--- config.mk ---
export PLATFORM = sky130hd
export DESIGN_NAME = decrypt_ctrl
export DESIGN_NICKNAME = d
export VERILOG_FILES = /design/src/rtl/decrypt_pkg.sv /design/src/rtl/decrypt_ctrl_lfsr7.sv /design/src/rtl/decrypt_ctrl.sv
export SDC_FILE = /design/constraint.sdc
export NUM_CORES = 1
export LEC_CHECK = 0
export ABC_AREA = 1
export CORE_MARGIN = 4
export CORE_UTILIZATION = 45
export CTS_BUF_LIST = sky130_fd_sc_hd__clkbuf_8
export CTS_CLUSTER_SIZE = 10
export DETAILED_ROUTE_END_ITERATION = 16
export PLACE_DENSITY = 0.77
export SYNTH_ARGS = -nofsm -noshare
export SYNTH_HDL_FRONTEND = slang
export SYNTH_SLANG_ARGS = --single-unit
--- constraint.sdc ---
create_clock -name Clk -period 1.7 [get_ports Clk]
set_input_delay 0.34 -clock Clk [delete_from_list [all_inputs] [get_ports Clk]]
set_output_delay 0.34 -clock Clk [all_outputs]
set_load 0.1 [all_outputs]
--- src/rtl/decrypt_pkg.sv ---
// decrypt_pkg: shared state encoding, tap table and LFSR step for the decrypt sequencer
// Ports: none (package). Provides DEF_PAD_CHAR, N_PTRN, LFSR_PTRN[0..8], state_t, lfsr_step().
package decrypt_pkg;
   localparam logic [7:0] DEF_PAD_CHAR = 8'h20;
   localparam int         N_PTRN       = 9;
   localparam logic [6:0] LFSR_PTRN [N_PTRN] = '{
      7'h60, 7'h48, 7'h78, 7'h72, 7'h6A, 7'h69, 7'h5C, 7'h7E, 7'h7B
   };
   typedef enum logic [3:0] {
      IDLE, SEED_RD, SEED, TRY_RD, TRY_CHK, DEC_INIT, DEC_RD, DEC_WR, DONE
   } state_t;
   // Shift left, feed back the parity of the tapped bits into bit 0.
   function automatic logic [6:0] lfsr_step(input logic [6:0] s, input logic [6:0] taps);
      return {s[5:0], ^(s & taps)};
   endfunction
endpackage

--- src/rtl/decrypt_ctrl_lfsr7.sv ---
// lfsr7: 7-bit Fibonacci-style LFSR with synchronous load and step enable
// Ports: clk, rst_n (async, active-low), load/load_val (load wins over step),
//        step (advance one position using taps), taps (feedback mask), state (current value)
module lfsr7
   import decrypt_pkg::*;
(
   input  logic       clk,
   input  logic       rst_n,
   input  logic       load,
   input  logic [6:0] load_val,
   input  logic       step,
   input  logic [6:0] taps,
   output logic [6:0] state
);
   always_ff @(posedge clk or negedge rst_n) begin
      if (!rst_n) state <= '0;
      else if (load) state <= load_val;
      else if (step) state <= lfsr_step(state, taps);
   end
endmodule

--- src/rtl/decrypt_ctrl.sv ---
// decrypt_ctrl: ROM-less sequencer that decrypts a parity-tagged LFSR message in data memory
// Ports: Clk, Reset (async active-low), Start (high holds idle; first low after high launches),
//        Ack (run complete, held until Start rises), mem_addr/mem_rd_en/mem_rdata (DM read, data
//        returns next cycle), mem_wr_en/mem_wdata (DM write), pattern_idx (tap index found),
//        fail (no tap pattern matched the preamble), parity_err_cnt (parity-failing bytes).
// Optional: define DECRYPT_PARITY_CHECK_EN to count parity errors; otherwise parity_err_cnt is 0.
module decrypt_ctrl
   import decrypt_pkg::*;
#(
   parameter int         MSG_LEN    = 64,
   parameter int         CRYPT_BASE = 64,
   parameter int         PLAIN_BASE = 0,
   parameter int         PRE_CHECK  = 10,
   parameter logic [7:0] PAD_CHAR   = DEF_PAD_CHAR
) (
   input  logic       Clk,
   input  logic       Reset,
   input  logic       Start,
   output logic       Ack,
   output logic [7:0] mem_addr,
   output logic       mem_rd_en,
   input  logic [7:0] mem_rdata,
   output logic       mem_wr_en,
   output logic [7:0] mem_wdata,
   output logic [3:0] pattern_idx,
   output logic       fail,
   output logic [6:0] parity_err_cnt
);
   localparam logic [7:0] CB     = 8'(CRYPT_BASE);
   localparam logic [7:0] PB     = 8'(PLAIN_BASE);
   localparam logic [3:0] I_LAST = 4'(PRE_CHECK - 1);
   localparam logic [6:0] J_LAST = 7'(MSG_LEN - 1);
   localparam logic [3:0] K_LAST = 4'(N_PTRN - 1);

   state_t     state;
   logic       start_seen;
   logic [6:0] seed, s, load_val;
   logic [3:0] k, i;
   logic [6:0] j;
   logic       match, load, step;

   // One LFSR serves both the pattern search and the decrypt pass; it is reloaded from the
   // seed for every new candidate and again before decrypting.
   lfsr7 u_lfsr (
      .clk     (Clk),
      .rst_n   (Reset),
      .load    (load),
      .load_val(load_val),
      .step    (step),
      .taps    (LFSR_PTRN[k]),
      .state   (s)
   );

   // Memory strobes are decoded from the state so a read issued in *_RD lines up with the
   // data consumed in the following state, and reset drops them immediately.
   always_comb begin
      match     = (mem_rdata[6:0] ^ s) == PAD_CHAR[6:0];
      load      = state == SEED || state == DEC_INIT || (state == TRY_CHK && !match && k != K_LAST);
      load_val  = state == SEED ? mem_rdata[6:0] ^ PAD_CHAR[6:0] : seed;
      step      = state == TRY_RD || state == DEC_WR;
      mem_rd_en = state == SEED_RD || state == TRY_RD || state == DEC_RD;
      mem_wr_en = state == DEC_WR;
      mem_addr  = state == SEED_RD ? CB :
                  state == TRY_RD  ? CB + 8'(i) :
                  state == DEC_RD  ? CB + 8'(j) :
                  state == DEC_WR  ? PB + 8'(j) : '0;
      mem_wdata = mem_wr_en ? {1'b0, mem_rdata[6:0] ^ s} : '0;
   end

   always_ff @(posedge Clk or negedge Reset) begin
      if (!Reset) begin
         state       <= IDLE;
         start_seen  <= 1'b0;
         Ack         <= 1'b0;
         fail        <= 1'b0;
         pattern_idx <= '0;
         seed        <= '0;
         k           <= '0;
         i           <= '0;
         j           <= '0;
      end else begin
         case (state)
            IDLE:
               if (Start) begin
                  Ack        <= 1'b0;
                  fail       <= 1'b0;
                  start_seen <= 1'b1;
               end else if (start_seen) begin
                  start_seen <= 1'b0;
                  state      <= SEED_RD;
               end
            SEED_RD: state <= SEED;
            SEED: begin
               seed  <= mem_rdata[6:0] ^ PAD_CHAR[6:0];
               k     <= '0;
               i     <= 4'd1;
               state <= TRY_RD;
            end
            TRY_RD: state <= TRY_CHK;
            TRY_CHK:
               if (match) begin
                  if (i == I_LAST) state <= DEC_INIT;
                  else begin
                     i     <= i + 4'd1;
                     state <= TRY_RD;
                  end
               end else if (k != K_LAST) begin
                  k     <= k + 4'd1;
                  i     <= 4'd1;
                  state <= TRY_RD;
               end else begin
                  fail        <= 1'b1;
                  Ack         <= 1'b1;
                  pattern_idx <= k;
                  state       <= DONE;
               end
            DEC_INIT: begin
               j     <= '0;
               state <= DEC_RD;
            end
            DEC_RD: state <= DEC_WR;
            DEC_WR: begin
               j <= j + 7'd1;
               if (j == J_LAST) begin
                  Ack         <= 1'b1;
                  pattern_idx <= k;
                  state       <= DONE;
               end else state <= DEC_RD;
            end
            DONE:
               if (Start) begin
                  Ack        <= 1'b0;
                  fail       <= 1'b0;
                  start_seen <= 1'b1;
                  state      <= IDLE;
               end
            default: state <= IDLE;
         endcase
      end
   end

`ifdef DECRYPT_PARITY_CHECK_EN
   // Even parity over the 7 data bits is expected in bit 7; the count saturates at 127.
   always_ff @(posedge Clk or negedge Reset) begin
      if (!Reset) parity_err_cnt <= '0;
      else if (state == IDLE && !Start && start_seen) parity_err_cnt <= '0;
      else if (state == DEC_WR && mem_rdata[7] != ^mem_rdata[6:0] && parity_err_cnt != 7'h7F)
         parity_err_cnt <= parity_err_cnt + 7'd1;
   end
`else
   logic rdata_msb_unused;
   assign rdata_msb_unused = mem_rdata[7];
   assign parity_err_cnt   = '0;
`endif
endmodule

==> results.txt <==
The pin count of the biggest net entering global routing came out at 24. After synthesis, the cell types taking the most area are dfrtp_1, nand2_1, inv_1. IR analysis of the VDD net gives a maximum drop of 1200 uV. The startpoint identified for the worst hold timing path is mem_rdata[2]. Dividing the detail-routed wire length by the instance count gives 13.8 um.

The signal on the critical path passes through nand2_2 -> nor2_4 -> inv_4 -> o211ai_1 -> buf_12. The end point of the most critical hold path is seed[2]$_DFF_PN0_. The die extent in x is 84.2 um. The synthesized netlist devotes 3.35% of its cell area to adder and majority cells. For this run, the share of the core covered by cells in the final layout is 71.5%.

In this run the mean area of a mapped cell was 7.14 sq um. The arrival time at the worst endpoint came out at 1.68 ns. At the placement stage, the worst setup path has a slack of -0.237 ns. The endpoint identified for the worst register-to-register timing path is pattern_idx[2]$_DFFE_PN0P_.

The total global routing track utilization came out at 19.2%. The library cell with the highest instance count after synthesis is nand2_1. TritonCTS built the clock tree. The repair_antennas step left the layout with diodes totalling 0. The cell at the slowest stage of the critical path is dfrtp_1.

The first global-routing pass estimated 11300 um of wire. The number of global-route vias before repair is 2471. The mux share of post-synthesis cell area is 0%. The area fraction of the dominant cell type after synthesis came out at 38.3%.

The number of antenna violations at the first check in global routing was 0. After clock tree synthesis, the clock-pin slew on the worst setup and hold paths is 0.08 ns. The total power is 7.13 mW. The cell count after synthesis came out at 366. The number of placed instances, taps included, is 501. The share of async-settable or async-resettable flops after synthesis came out at 100%.

The top flip-flop cell by instance count after synthesis is dfrtp_1. The clock tree root driver cell is clkbuf_8. The TritonCTS buffer count is 5. The post-route worst setup slack came out at -0.318 ns. The insertion delay to the later sink of the worst-skew pair is 0.30 ns. Setup violations remaining at the end of the flow were counted as 17. The synthesized area came out at 2610 sq um.

The data required time at the worst endpoint came out at 1.36 ns. The run finished, with violations left. The critical path in this run is classified as reg2out. Counting along the longest clock path gives a buffer depth of 2. The sequential fraction of the synthesis area came out at 38.3%. The maximum single-stage delay on the critical path came out at 0.48 ns. Before antenna repair, the detailed router went through 4 iterations. Summing the areas of all compound-gate instances in the mapped netlist gives 8.96% of the synthesized area. In the global route stage, met3 resource usage came out at 3.43%.

The first-iteration detailed-routing DRC count came out at 132. The post-route setup TNS is -3.42 ns. The starting density of the core is 46.9%. The number of nets in the final layout came out at 470.

The die area came out at 7090 sq um. The fraction of final layout cells with drive strength greater than 1 came out at 35.8%. After synthesis the netlist holds a flip-flop and latch count of 40. After Yosys synthesis, and, or, nand and nor cells account for 36.0% of the synthesized area. The number of pins with negative max-slew slack in the final report is 0. The detailed-route DRC error count came out at 0.

Between clock sinks in the finished design, the worst skew comes to 0.0129 ns. After synthesis, the most frequently instantiated cells are nand2_1, inv_1, dfrtp_1, nand3_1, nor2_1. The leakage power came out at 2.07 nW. The xor/xnor share of the synthesized area came out at 1.68%. Setup repair after global routing could not meet its margin everywhere. The routing usage on met1 is 23.2%. The count of flip-flops with a built-in enable after synthesis is 0. The achievable clock frequency is 495 MHz. The checks that failed: negative setup slack. In the global route stage, met2 resource usage came out at 35.2%. After synthesis, the largest family of logic cells by area is simple AND/OR/NAND/NOR gates. The number of distinct library cells after synthesis is 30. The tool flagged a number of max-cap violations equal to 0. The top fanout value on the critical path is 5. In this run the register-to-register setup slack is 0.04 ns. The type of element launching the critical path is a register.

The area growth from synthesis to final layout is 52.6%. The cell count of the worst reg-to-reg path came out at 11. The via density per instance is 5.01. In this run the worst hold path is classified as in2reg. The total of buffers placed on input and output ports came out at 32.

Summed over all layers, the routed wires come to 7270 um. The instance count along the most critical hold path came out at 4. In this run the most used layer during global routing was met2. The total via count after detailed routing is 2629. The number of hold violations in the final report is 0. The Yosys warning count is 0.

The clock sink count is 40. Summed over all nets, the half-perimeter wirelength after detailed placement is 5010 um. Excluding fillers, the count of instances in the completed layout stands at 525. The number of rows in the core area is 27.

The height of the die is 84.2 um. The I/O pin count came out at 42. In this run the critical register-to-register path is launched from u_lfsr.state[4]$_DFFE_PN0P_. The share of the cycle needed by the critical path after routing came out at 119%.

The leftover overflow at the end of global routing came out at 0. The total number of H-tree levels came out at 2. The total core area came out at 5570 sq um. dfrtp_1 takes more of the synthesized area than any other cell. The total power divided by cell area is 1790 nW/um^2. The worst setup path is captured at a primary output. After layout, the minimum clock period comes to 2.02 ns.

The antenna violation net count after detailed routing came out at 0. The final weighted congestion of routability-driven global placement came out at 0.895.
kinds of logic (layout without fill, tap and decap cells):
| group | Yosys count | after routing |
|---|---|---|
| adders and majority gates | 7 | 7 |
| and+or+nand+nor | 205 | 205 |
| other | 1 | 8 |
| DFF | 40 | 40 |
| AOI/OAI and AO/OA | 38 | 38 |
| buffers and inverters | 70 | 150 |
| xor gates and xnor gates | 5 | 5 |
critical path: cells and delay by family, from the launching register on:
kind,cells,cell delay (ns)
AOI/OAI and AO/OA,1,0.30
buffers and inverters,2,0.29
DFF,1,0.48
and+or+nand+nor,2,0.31
flip-flops by register name, summed over array words and instances, names as in the netlist:
register      cells
Ack               1
fail              1
i                 4
j                 7
k                 4
pattern_idx       4
seed              7
start_seen        1
state             4
u_lfsr.state      7
final cells by class:
type	instances	area, sq um
fill	389	1590
multi-input combinational	263	1580
sequential	40	1000
timing repair buffer	82	982
inverter	60	238
tap	72	90.1
clock buffer	6	82.6
clock inverter	2	10.0
stage by stage:
stage                     cell area (sq um)  hold WS, ns
after CTS                              3740        0.480
after global placement                 3560        0.301
final                                  3990        0.440
after global routing                   3990        0.443
after detailed placement               3560        0.305
after floorplan                        2720       0.0444
cell usage in the layout, fill, tap and decap left out, types with 2 or more instances in the layout:
master           instances
nand2_8                  3
nand3_4                  2
inv_4                    5
inv_1                   39
dlymetal6s2s_1           6
conb_1                   8
o22ai_1                  5
nand2_4                  5
clkdlybuf4s50_1          2
o21ai_1                  7
a21oi_2                  2
nand2_2                  9
a21oi_1                  4
ha_1                     7
clkbuf_8                 6
nand3b_1                 2
nand2_1                117
a21oi_4                  2
nor2_4                  17
dfrtp_1                 37
buf_12                  25
buf_4                   42
nor2_2                   5
buf_6                    5
inv_2                   16
o21ai_0                  8
nand4_1                  3
o21ai_2                  6
nand3_1                 26
clkinv_2                 2
dfrtp_2                  3
nor2_1                  13
xor2_1                   4
routing by layer:
metal / wire length [um] / share of wire [%]
met1: 2940 / 40
met3: 303 / 4.2
met5: 0 / 0
met4: 118 / 1.6
met2: 3910 / 54
power by group:
group          total, mW  switching (mW)  internal [mW]
Clock              0.674           0.350          0.324
Combinational       4.96            3.14           1.82
Sequential          1.49           0.249           1.24
timing repair:
item                       4_1_cts  5_1_grt
gates resized for setup         22       48
cloned                           0        0
hold buffers                     1        0
setup endpoints to repair       22       35
buffers inserted                 3       12
hold endpoints to repair        17        0
pin swaps                        3       11
how the worst max path moves through the flow:
stage	from	endpoint	slack [ns]	depth (start not counted)
after floorplan	state[3]$_DFFE_PN0P_	mem_addr[6]	-1.45	5
after global placement	mem_rdata[6]	mem_wdata[6]	-0.19	5
after detailed placement	mem_rdata[2]	u_lfsr.state[0]$_DFFE_PN0P_	-0.24	12
after CTS	state[3]$_DFFE_PN0P_	mem_addr[6]	-0.30	6
after global routing	state[2]$_DFFE_PN0P_	mem_addr[6]	-0.40	7
final	state[1]$_DFFE_PN0P_	mem_addr[6]	-0.32	5
Note: power is estimated with default switching activity, not from simulation.
